==> config.mk <==
export PLATFORM = sky130hd
export DESIGN_NAME = int_ctrl
export DESIGN_NICKNAME = d
export VERILOG_FILES = /design/src/rtl/int_ctrl.sv
export SDC_FILE = /design/constraint.sdc
export NUM_CORES = 1
export LEC_CHECK = 0
export BUFFER_PORTS_ARGS = -buffer_cell sky130_fd_sc_hd__buf_2
export CELL_PAD_IN_SITES_DETAIL_PLACEMENT = 1
export CELL_PAD_IN_SITES_GLOBAL_PLACEMENT = 2
export CORE_ASPECT_RATIO = 1.5
export CORE_MARGIN = 4
export CORE_UTILIZATION = 26
export DETAILED_ROUTE_END_ITERATION = 7
export MAX_ROUTING_LAYER = met4
export PLACE_DENSITY_LB_ADDON = 0.1
export SLEW_MARGIN = 15
export SYNTH_ARGS = -nofsm -noshare
export SYNTH_HDL_FRONTEND = slang
export SYNTH_SLANG_ARGS = --single-unit
==> constraint.sdc <==
create_clock -name clk -period 3.04 [get_ports clk]
set_clock_uncertainty 0.1 [all_clocks]
set_input_delay 0.608 -clock clk [delete_from_list [all_inputs] [get_ports clk]]
set_output_delay 0.608 -clock clk [all_outputs]
set_load 0.03 [all_outputs]
==> src/rtl/int_ctrl.sv <==
// Prioritised interrupt controller with claim/EOI nesting and a small bus register map.
// INT_CTRL_EDGE_EN selects rising-edge source events; the default build latches on level.
module int_ctrl #(
    parameter int NUM_SRC = 8
) (
    input  logic                 clk,
    input  logic                 rst_n,
    input  logic                 en,
    input  logic [NUM_SRC-1:0]   src,
    input  logic                 rd,
    input  logic                 wr,
    input  logic [1:0]           addr,
    input  logic [31:0]          data_in,
    output logic [31:0]          data_out,
    output logic                 irq
);

    localparam int VW = 5;

    localparam logic [1:0] A_PEND = 2'd0;
    localparam logic [1:0] A_MASK = 2'd1;
    localparam logic [1:0] A_VEC  = 2'd2;
    localparam logic [1:0] A_EOI  = 2'd3;

    logic [NUM_SRC-1:0] pending_q, pending_d;
    logic [NUM_SRC-1:0] mask_q, mask_d;
    logic [NUM_SRC-1:0] in_service_q, in_service_d;
    logic [NUM_SRC-1:0] src_q, src_d;
    logic               irq_q, irq_d;

    logic [VW-1:0]      cand;
    logic [VW-1:0]      svc;
    logic [NUM_SRC-1:0] src_evt;
    logic [NUM_SRC-1:0] claim_oh;
    logic [NUM_SRC-1:0] eoi_oh;
    logic               wr_pend, wr_mask, wr_eoi, claim_en;
    logic               unused_sink;

    // Lowest index wins, so scan from the top and let lower indices overwrite.
    always_comb begin
        cand = VW'(NUM_SRC);
        svc  = VW'(NUM_SRC);
        for (int i = NUM_SRC - 1; i >= 0; i--) begin
            if (pending_q[i] && mask_q[i]) cand = VW'(i);
            if (in_service_q[i])           svc  = VW'(i);
        end
    end

`ifdef INT_CTRL_EDGE_EN
    assign src_evt = src & ~src_q;
    assign src_d   = src;
`else
    assign src_evt = src;
    assign src_d   = '0;
`endif

    // A simultaneous read and write is a write; the claim is suppressed.
    assign wr_pend  = wr && (addr == A_PEND);
    assign wr_mask  = wr && (addr == A_MASK);
    assign wr_eoi   = wr && (addr == A_EOI);
    assign claim_en = rd && !wr && (addr == A_VEC) && (cand < VW'(NUM_SRC));

    always_comb begin
        claim_oh = '0;
        eoi_oh   = '0;
        for (int i = 0; i < NUM_SRC; i++) begin
            claim_oh[i] = claim_en && (cand == VW'(i));
            eoi_oh[i]   = wr_eoi && (data_in[3:0] == 4'(i));
        end
    end

    // Set events are OR-ed in last so they win over W1C and claim clears.
    always_comb begin
        pending_d    = pending_q & ~claim_oh;
        if (wr_pend) pending_d = pending_d & ~data_in[NUM_SRC-1:0];
        pending_d    = pending_d | src_evt;
        mask_d       = wr_mask ? data_in[NUM_SRC-1:0] : mask_q;
        in_service_d = (in_service_q | claim_oh) & ~eoi_oh;
        irq_d        = (cand < svc);
    end

    always_ff @(posedge clk) begin
        if (!rst_n) begin
            pending_q    <= '0;
            mask_q       <= '0;
            in_service_q <= '0;
            src_q        <= '0;
            irq_q        <= 1'b0;
        end else if (en) begin
            pending_q    <= pending_d;
            mask_q       <= mask_d;
            in_service_q <= in_service_d;
            src_q        <= src_d;
            irq_q        <= irq_d;
        end
    end

    always_comb begin
        data_out = '0;
        if (rd) begin
            case (addr)
                A_PEND:  data_out = 32'(pending_q);
                A_MASK:  data_out = 32'(mask_q);
                A_VEC:   data_out = 32'(cand);
                default: data_out = '0;
            endcase
        end
    end

    assign irq = irq_q;

    assign unused_sink = ^{data_in, src_q};

endmodule

# After elaboration in Yosys (flattened, before gate mapping)

Index checks and enable logic that the tools add are counted.
Widths: inputs -> output; s select.

Order comparisons: 2
Mux-type cells: 19
Bitwise logic cells: 8
Reduce and logical (&&, ||, !) cells: 35
Equal/unequal tests: 17

Operator list:

| cell               | number |
|---|---|
| $mux 5             | 14 |
| $logic_and 1x1->1  | 30 |
| $and 8x8->8        | 3 |
| $not 8->8          | 3 |
| $pmux 8 s3         | 1 |
| $eq 5x3->1 const B | 4 |
| $eq 4x3->1 const B | 4 |
| $mux 8             | 2 |
| $or 8x8->8         | 2 |
| $eq 5x2->1 const B | 2 |
| $eq 4x2->1 const B | 2 |
| $mux 4             | 2 |
| $eq 5x1->1 const B | 1 |
| $logic_not 5->1    | 1 |
| $lt 5x4->1 const B | 1 |
| $lt 5x5->1         | 1 |
| $eq 2x2->1 const B | 2 |
| $eq 4x1->1 const B | 1 |
| $logic_not 4->1    | 1 |
| $eq 2x1->1 const B | 1 |
| $logic_not 2->1    | 1 |
| $reduce_and 2->1   | 1 |
| $logic_not 1->1    | 1 |

Word-level logic and storage cells: 85
Output and inout bits: 33
Register bits: 25

# Longest topological paths before layout

Word-level depth: 17
Gate-level depth with buffers: 9
Depth with buffers taken out: 9

# Least setup slack after synthesis

OpenSTA, ideal clock, no wires.

Path type: input-to-output
Start: input addr[1]
End: output data_out[3]
Slack: 0.953 ns
Data required time: 2.332 ns
Arrival time: 1.379 ns
Stages on the path: 4
Cells stage by stage: clkbuf_2 > nand2b_1 > o32ai_1 > and2_1

Longest elaborated chain between the ends: 3
Elaborated cells on any way between the ends: 5
Classes of those cells: eq/ne: 2; mux: 2; reduce/logical: 1

Ends and longest elaborated chain:

| what                               | RTL line | RTL |
|---|---|---|
| start, declared                    | 12       | `input logic [1:0] addr,` |
| $eq 2x2->1 (tied with other cells) | 101      | `case (addr)` |
| $pmux 8 s3 (*)                     | 101      |  |
| $mux 8 (*)                         | 100      | `if (rd) begin` |
| end, declared                      | 14       | `output logic [31:0] data_out,` |

Mark *: on every way between the ends. The rest lies on a longest branch, timed or not.

# Worst setup path in the final report

Start: register pending_q[5]
End: output data_out[3]

Longest elaborated chain between the ends: 9

Ends and longest elaborated chain:

| what                   | RTL line | RTL |
|---|---|---|
| start, declared        | 25       | `logic [NUM_SRC-1:0] pending_q, pending_d;` |
| start signal, assigned | 90       | `pending_q <= pending_d;` |
| $logic_and 1x1->1      | 44       | `if (pending_q[i] && mask_q[i]) cand = VW'(i);` |
| $mux 5 (6 in a row)    | 44       |  |
| $pmux 8 s3             | 101      |  |
| $mux 8                 | 100      |  |

Every way passes these cells.

==> impl_metrics.yaml <==
drt:
  drt_wl_total_um: 5474
  remaining_drc_errors: 0
  vias_per_cell: 4.917
  dr_total_vias: 1608
  post_route_antenna_net_violation_count: 0
  wire_per_inst_um: 16.74
  initialDrtViolationCount: 69
  drt_first_pass_iters: 4
power_and_ir_drop:
  swShare_pct: 32.78
  powerDensity_nw_per_um2: 371.5
  ir_drop_uv: 142.8
  cell_internal_pwr_uw: 474.6
  leakage_power_summed_over_all_cells_nw: 0.7859
  comb_power_share_pct: 20.3
  netSwitchingPower_uw: 231.5
  p_clk_share_pct: 29.1
  seq_power_share_pct: 50.5
outcome:
  status: "finished clean"
min_path:
  min-delay-path-class: "reg -> reg"
  hold_path.startpoint: "mask_q[2]"
die:
  chip_height_um: 107.4
  start_util_pct: 26.59
  ioPinCount: 80
  fp.coreArea_um2: 6441
  die_area_um2: 7977
  die_width_um: 74.27
  core.rowCount: 36
grt:
  globalRouteMet3Util_pct: 1.215
  first_global_vias: 1702
  antenna_found_initial: 0
  grt_util_met2_pct: 26.21
  wire_length_of_the_first_global_routing_pass_um: 8838
  grt.met1_usage_pct: 18.08
  globalRouteTotalUtil_pct: 15.00
  globalRouteOverflowTotal: 0
  grt_max_degree: 19
  grt_most_used_layer: "met2"
clock_network:
  clock_sink_count: 25
  buffers_inserted_during_post_cts_setup_optimization: 0
  cts_max_level: 1
  root_buffer: "clkbuf_8"
  clkLatencyLatePin_ns: 0.27
  cts_buffer_depth: 2
  clock_tree_from_tritoncts: "done"
  cts.hold.buffers_added: 0
  cts.repair.resized: 0
  path_clk_slew_ns: 0.09
  number_of_cts_inserted_buffers: 3
synth:
  post_synth_edffs: 0
  library_cell_with_the_largest_summed_area_after_synthesis: "dfxtp_1"
  synthesis.yosys.warnings: 0
  synth_seq_area_share_pct: 29.22
  ys_top_cells_by_area: "dfxtp_1 29%, buf_4 11%, nand2_1 8.1%"
  syn_inst: 222
  post-synth-top-count-cell: "nand2_1"
  ys_seq_elements: 25
  synth_cell_type_count: 46
  synthesis.area_per_instance_um2: 7.716
  synth_commonest_cells: "37 x nand2_1, 25 x dfxtp_1, 24 x buf_4"
  netlist_area_um2: 1713
  synthArstFlopShare_pct: 0
  postSynth.topFlopCell: "dfxtp_1"
  yosysTopAreaCellShare_pct: 29.22
finish:
  num-fill-cells: 835
  insertedDiodeCount: 0
  post_layout_instance_area_um2: 1901
  final_net_count: 302
  regArea_um2: 500.5
  synthToLayoutAreaGrowth_pct: 10.96
  multi_input_comb_area_um2: 1067
  layout.cells.non_filler: 327
  post_route_cells_drive_above_1_share_pct: 18.73
timing:
  grt_setup_unrepaired: "no"
  post-route-period-util_pct: 88.51
  setup_total_neg_slack_ns: 0
  final_max_slew_viol_count: 0
  timing.fmax_mhz: 371.7
  timing.final.hold_violations: 0
  timing.final.setup_violations: 0
  timing.slew.headroom_pct: 56.97
  worstMarginPinSlew_ns: 0.6414
  hold_ws_ns: 0.3945
  final_period_minus_worst_setup_slack_ns: 2.691
critical_path:
  endpoint: "data_out[3]"
  worst-endpoint-required_ns: 2.33
  worst_setup_path_end_kind: "primary output"
  critical-path-max-stage-delay_ns: 0.39
  arrival_ns: 1.98
  worst-setup-path-type: "reg -> out"
  worstSetupPathDepth: 5
  critical_register_to_register_path_startpoint: "pending_q[5]"
  crit_chain: "a22oi_2 -> nand3_1 -> o32ai_1 -> and2_1 -> buf_2"
  r2r_setup_slack_ns: 0.81
  worst_path_dominant_cell_family: "compound AO/OA/AOI/OAI gates"
  cp-startpoint: "pending_q[5]"
  worst-path-max-fanout: 5
  slowest_stage: "a22oi_2"
  timing.rr.end: "irq"
  critPathLaunchType: "register"
  rr_worst_depth: 9
  worstPathBufferInverterCount: 1
place:
  post_dp_cell_area_um2: 1856
  detailedPlacementHpwl_um: 4450
  port-buffer-count: 31
  placed_cells: 323
  place_congestion: 0.7754
flow_run:
  max_capacitance_violation_total: 0
-- cells by family after synthesis --
family	Yosys count	synth area share, %
AND/OR/NAND/NOR	94	27.54
AO/OA/AOI/OAI	53	22.06
buffers and inverters	37	13.51
flip-flops	25	29.22
multiplexers	9	5.260
adder cells (fa/ha/maj)	3	2.192
other	1	0.2189
-- power groups by stage --
stage                     Combinational [mW]  Clock [mW]  Sequential (mW)
after floorplan                        0.123           0            0.361
after global placement                 0.144           0            0.364
after detailed placement               0.145           0            0.364
after CTS                              0.145       0.222            0.357
after global routing                   0.159       0.235            0.360
final                                  0.144       0.205            0.357
-- flip-flops by register name, indices dropped and copies added, names as in the netlist --
register and count:
in_service_q 8, pending_q 8, mask_q 8, irq 1
-- metrics by stage --
| step | power, mW | worst slack, ns | utilization (%) |
|---|---|---|---|
| after floorplan | 0.4849 | 0.9529 | - |
| after global placement | 0.5085 | 0.6366 | 28.81 |
| after detailed placement | 0.5094 | 0.6377 | 28.81 |
| after CTS | 0.7240 | 0.3372 | 29.51 |
| after global routing | 0.7538 | 0.2450 | 29.51 |
| final | 0.7061 | 0.3494 | 29.51 |
-- cell type report --
type / count / share of cell area (%)
Sequential cell: 25 / 26.33
Clock buffer: 4 / 2.370
Timing Repair Buffer: 33 / 8.953
Multi-Input combinational cell: 183 / 56.16
Inverter: 6 / 1.185
Tap cell: 76 / 5.003
-- routing by layer --
layer / up-vias / part of all wire, %
met5: - / 0
met4: 0 / 1.8
met3: 7 / 1.5
met2: 27 / 54
met1: 765 / 43
li1: 809 / -
-- worst reg2reg max path: cells and delay by family (launching register included) --
kind | cells | cell delay [ns]
buffers and inverters | 1 | 0.06
flip-flops | 1 | 0.36
adder cells (fa/ha/maj) | 1 | 0.30
AND/OR/NAND/NOR | 2 | 0.35
AO/OA/AOI/OAI | 4 | 0.89
multiplexers | 1 | 0.09
-- placed cells by master, fill, tap and decap left out, types with 5 or more instances in the layout --
master   count
nor2_1      15
conb_1      24
o221a_2      6
buf_2       31
o21ai_0      7
nand3_1     14
nand2_1     37
mux2i_1      9
o22ai_1      7
a21oi_1     15
dfxtp_1     25
and2_1       6
inv_1        5
-- worst min-delay path by stage --
| stage | to | slack (ns) | cells after the start |
|---|---|---|---|
| floorplan | mask_q[2] | 0.36 | 2 |
| global placement | mask_q[2] | 0.37 | 2 |
| detailed placement | mask_q[2] | 0.39 | 2 |
| CTS | mask_q[2] | 0.40 | 2 |
| global route | mask_q[2] | 0.45 | 2 |
| finish | mask_q[2] | 0.39 | 2 |
Power figures use the tool's default switching activity.
